==> src/rtl/piso_shift_out.sv <==
// piso_shift_out: parallel-in serial-out shifter with a READY/LOAD handshake.
// A word accepted on a load edge is streamed one bit per clock on Q. During the
// last bit READY is raised again so the next word can follow with no idle cycle.
module piso_shift_out #(
    parameter int WIDTH     = 8,
    parameter int MSB_FIRST = 1
) (
    input  logic             clk,
    input  logic             rst,
    input  logic [WIDTH-1:0] D_IN,
    input  logic             LOAD,
    output logic             READY,
    output logic             Q,
    output logic             Q_VALID,
    output logic             DONE
);

    localparam int CNT_W = (WIDTH > 1) ? $clog2(WIDTH) : 1;
    localparam logic [CNT_W-1:0] LAST_CNT = CNT_W'(WIDTH - 1);

    typedef enum logic {
        IDLE  = 1'b0,
        SHIFT = 1'b1
    } state_t;

    state_t             state_q, state_d;
    logic [WIDTH-1:0]   shift_reg_q, shift_reg_d;
    logic [CNT_W-1:0]   cnt_q, cnt_d;

    logic               busy;
    logic               last_bit;
    logic [WIDTH-1:0]   shifted;

    // Output decodes: every output depends on registered state only, never on LOAD or D_IN.
    always_comb begin
        busy     = (state_q == SHIFT);
        last_bit = busy && (cnt_q == LAST_CNT);
        READY    = !busy || last_bit;
        Q_VALID  = busy;
        DONE     = last_bit;
        if (!busy) begin
            Q = 1'b0;
        end else if (MSB_FIRST != 0) begin
            Q = shift_reg_q[WIDTH-1];
        end else begin
            Q = shift_reg_q[0];
        end
    end

    // Next-state logic: accept a word when ready, otherwise advance the shift by one bit.
    always_comb begin
        // NOTE: every variable gets a default before the case so no path leaves it unassigned (no latch).
        state_d     = state_q;
        shift_reg_d = shift_reg_q;
        cnt_d       = cnt_q;

        if (MSB_FIRST != 0) begin
            shifted = {shift_reg_q[WIDTH-2:0], 1'b0};
        end else begin
            shifted = {1'b0, shift_reg_q[WIDTH-1:1]};
        end

        case (state_q)
            IDLE: begin
                if (LOAD) begin
                    shift_reg_d = D_IN;
                    cnt_d       = '0;
                    state_d     = SHIFT;
                end
            end
            SHIFT: begin
                if (last_bit) begin
                    if (LOAD) begin
                        // Back-to-back word: reload without leaving SHIFT.
                        shift_reg_d = D_IN;
                        cnt_d       = '0;
                    end else begin
                        shift_reg_d = '0;
                        cnt_d       = '0;
                        state_d     = IDLE;
                    end
                end else begin
                    // Mid-word: LOAD and D_IN are ignored.
                    shift_reg_d = shifted;
                    cnt_d       = cnt_q + CNT_W'(1);
                end
            end
            default: begin
                state_d     = IDLE;
                shift_reg_d = '0;
                cnt_d       = '0;
            end
        endcase
    end

    // State registers: asynchronous reset drops any word in flight and returns to IDLE.
    always_ff @(posedge clk or posedge rst) begin
        // NOTE: sequential state uses non-blocking assignments; the combinational blocks above use blocking.
        if (rst) begin
            state_q     <= IDLE;
            shift_reg_q <= '0;
            cnt_q       <= '0;
        end else begin
            state_q     <= state_d;
            shift_reg_q <= shift_reg_d;
            cnt_q       <= cnt_d;
        end
    end

endmodule

==> config.mk <==
export PLATFORM = sky130hd
export DESIGN_NAME = piso_shift_out
export DESIGN_NICKNAME = d
export VERILOG_FILES = /design/src/rtl/piso_shift_out.sv
export SDC_FILE = /design/constraint.sdc
export NUM_CORES = 1
export LEC_CHECK = 0
export CELL_PAD_IN_SITES_DETAIL_PLACEMENT = 1
export CELL_PAD_IN_SITES_GLOBAL_PLACEMENT = 1
export CORE_AREA = 2 2 57 59
export DETAILED_ROUTE_END_ITERATION = 10
export DIE_AREA = 0 0 59 61
export DONT_BUFFER_PORTS = 1
export MAX_ROUTING_LAYER = met4
export PLACE_DENSITY = 0.44
export SYNTH_ARGS = -nofsm -noshare
export SYNTH_HDL_FRONTEND = slang
export SYNTH_SLANG_ARGS = --single-unit
==> constraint.sdc <==
create_clock -name clk -period 2.3 [get_ports clk]
set_input_delay 0.46 -clock clk [delete_from_list [all_inputs] [get_ports clk]]
set_output_delay 0.46 -clock clk [all_outputs]
set_load 0.05 [all_outputs]
## Word level (Yosys, flattened, before mapping)

Cells that the tools add are included.
W data, S select, Z words.

- Add/sub/neg operators: 1
- Equal/unequal tests: 2
- Muxes and demuxes: 11
- Bitwise gates (word level): 1
- Reductions and logical operators: 3

Operators by type and width:

| cell | number |
|---|---|
| $mux W8 | 3 |
| $pmux W8 S2 | 1 |
| $mux W3 | 2 |
| $pmux W3 S2 | 1 |
| $add A3 B1 Y3 const B | 1 |
| $eq A3 B3 Y1 const B | 1 |
| $mux W1 | 3 |
| $ne A2 B2 Y1 const B | 1 |
| $pmux W1 S2 | 1 |
| $logic_and A1 B1 Y1 | 1 |
| $logic_not A1 Y1 | 1 |
| $logic_or A1 B1 Y1 | 1 |
| $not A1 Y1 | 1 |

- Bits in registers: 12
- Input port bits: 11
- Output and inout bits: 4
- Word-level logic and storage cells: 21

## Logic depth before layout (Yosys ltp)

- Word-level depth: 4
- Mapped depth: 6
- Depth with buffers taken out: 4

## Worst setup path after synthesis

No wires, ideal clock.

- Path type: reg2out
- Start point: register state_q, in the netlist Q_VALID
- End point: output port Q
- Arrival: 1426 ps
- Required time: 1840 ps
- Path slack: 414 ps
- Cell stages (with the launch flop): 3
- Path buffers: 1
- Cells stage by stage: dfrtp_1 > buf_4 > and2_1

- Word-level cells in the longest chain between the ends: 1

Ends and longest elaborated chain:

| what | line | source |
|---|---|---|
| from (decl) | 26 | `state_t state_q, state_d;` |
| from (signal assigned) | 104 | `state_q <= state_d;` |
| $mux W1 | 41 | `if (!busy) begin` |
| to (decl) | 13 | `output logic Q,` |

No other way between the ends.

## Final worst setup path

- Start point: register cnt_q[0]
- End point: output port READY

- Word-level cells in the longest chain between the ends: 3

Ends and longest elaborated chain:

| what | line | source |
|---|---|---|
| from (decl) | 28 | `logic [CNT_W-1:0] cnt_q, cnt_d;` |
| from (signal assigned) | 106 | `cnt_q <= cnt_d;` |
| $eq A3 B3 Y1 | 37 | `last_bit = busy && (cnt_q == LAST_CNT);` |
| $logic_and A1 B1 Y1 | 37 |  |
| $logic_or A1 B1 Y1 | 38 | `READY = !busy \|\| last_bit;` |
| to (decl) | 12 | `output logic READY,` |

No other way between the ends.

==> impl_metrics.ini <==
[status]
status = finished clean

[timing]
rsz0062_at_grt = false
setup_viol = 0
skew_ps = 4.66
finalHoldViolations = 0
max_freq_ghz = 0.470
max_slew_margin_pct = 65.2
fin_setup_tns_ps = 0
period_share_pct = 92.5
tightest_slew_ps = 522
min_period_ps = 2130
drv_slew = 0

[die]
design.die.area_sq_um = 3600
dieWidth_um = 59
core_area_sq_um = 2950
initial_core_util_pct = 23.9
die_height_um = 61
num_rows = 20
io_pins = 15

[clocking]
cts_resized = 0
clk_path_buf_depth = 2
hold_buffers = 0
cts_tree = built
cts_root_buf = clkbuf_4
clk_latency_ps = 280
cts_setup_buffers = 0
cts_made_buffers = 3
htreeDepth = 1
cts_sinks = 12
clkSlewWorstSetupHoldPaths_ps = 90

[cells_and_area]
fill_cells = 345
stdcell_area_sq_um = 771
area.sequential_sq_um = 300
diodes = 0
multi_input_area_sq_um = 318
final_nets = 80
area_delta_synth_final_pct = 9.41
drive_above_1_share_pct = 24.2

[yosys]
ys.flop_type = dfrtp_1
synth_commonest_cells = dfrtp_1, inv_1, mux2i_1, nand3_1, o221ai_2
seq_area_frac_synth_pct = 42.6
syn_area_per_cell_sq_um = 11.2
synthCells = 63
synth_cell_type_count = 16
syn-cell-area_sq_um = 704
synth_top_area_cell = dfrtp_1
synth_area_leaders = dfrtp_1, o221ai_2, mux2i_1, inv_1, nand3_1
synth_top_area_share_pct = 42.6
synth-edff-count = 0
synth_fp_nets = 76
synthArstFlopShare_pct = 100
ys_ff_latch = 12
yosysWarnings = 0

[grt]
antenna_found_initial = 0
overflow = 0
grt_max_degree = 21
grt.total_usage_pct = 11.2
grt_pass1_vias = 546
grt_pass1_wl_um = 2770

[setup_path]
startpoint = cnt_q[0]
cp_top_family = adder cells
worstPathCellList = ha_1, ha_1, nand2b_4
reg2reg_from = cnt_q[0]
worst_path_max_delay_cell = nand2b_4
cp_common_cell = ha_1
slowest_delay_ps = 420
cp.arrival_ps = 1670
start_kind = flop
cp.required_ps = 1840
cp-end-kind = primary output
cp_max_fo = 12
crit_type = flop to primary output
critPathBufInv = 0

[placed_design]
place_area_sq_um = 734
numPortBuffers = 0
dp_hpwl_um = 1080
routabilityCongestion = 0.606

[detailed_routing]
antenna_left = 0
wirelength_um = 1600
drt_iter0_drc = 22
drc = 0
routed_via_density = 4.87
post_drt_wl_per_cell_um = 16.1
firstDrtPassIters = 4
vias = 482

[pwr]
p_leak_nw = 0.341
vdd_drop_max_mv = 0.489
cellPowerDensity_nw_per_um2 = 1220

[min_path]
hold_class = primary input to asynchronous set/reset pin

[flow_run]
drv_cap = 0
final cells by class:
type / instances / share of cell area [%]
multi-input cells: 34 / 41.2
flip-flops and latches: 12 / 39.0
inverters: 12 / 5.84
well taps: 33 / 5.36
clock buffers: 4 / 4.71
repair buffers: 4 / 3.90
metrics by stage:
stage,hold slack (ps),setup slack [ps],power (mW),instances,utilization [%]
2_1_floorplan,325,414,0.713,63,-
3_3_place_gp,419,522,0.770,95,24.9
3_5_place_dp,425,460,0.776,95,24.9
4_1_cts,110,138,0.956,99,26.1
5_1_grt,119,36.6,1.02,99,26.1
6_report,92.6,173,0.937,99,26.1
state kept, by name, summed over array words and instances, names as in the netlist:
register and cells:
cnt_q 3, shift_reg_q 8, Q_VALID 1
report_power, final:
| group | total, mW | switching [mW] | internal, mW |
|---|---|---|---|
| clock | 0.176 | 0.0802 | 0.0963 |
| combinational | 0.418 | 0.252 | 0.165 |
| sequential | 0.343 | 0.0549 | 0.288 |
| total | 0.937 | 0.387 | 0.550 |
path summary, 6_finish.rpt:
check	cells past startpoint	slack, ps	to
max in group asynchronous	1	1860	shift_reg_q[1]
setup / recovery	3	170	READY
hold / removal	1	90	shift_reg_q[6]
setup reg to reg	4	630	shift_reg_q[6]
hold reg to reg	1	530	cnt_q[0]
min in group clk	1	270	cnt_q[1]
worst register-to-register path, stage by stage, from the launching register on:
cell	delay, ps
dfrtp_1	390
ha_1	160
ha_1	400
nand2b_4	430
o221ai_1	160
placed cells by master, fill, tap and decap left out, drive strengths merged:
cell    instances
and2            2
buf             4
clkbuf          4
dfrtp          12
ha              2
inv            12
mux2i           8
nand2b          3
nand3           8
o21ai           1
o221ai          7
o22ai           1
o32ai           2
per-layer routing:
| layer | share of wire, % | GRT usage [%] | vias up |
|---|---|---|---|
| met5 | 0 | - | - |
| met4 | 0.88 | 2.92 | 0 |
| met3 | 6.4 | 4.90 | 2 |
| met2 | 44 | 16.0 | 13 |
| met1 | 49 | 14.3 | 239 |
| li1 | - | - | 228 |
cells by family after synthesis:
group / synth area share [%]
fa+ha+maj: 3.55
simple gates: 11.2
flops: 42.6
compound gates: 19.0
mux: 11.4
buf+inv: 12.3
No activity file was read; power rests on OpenSTA's default activity.
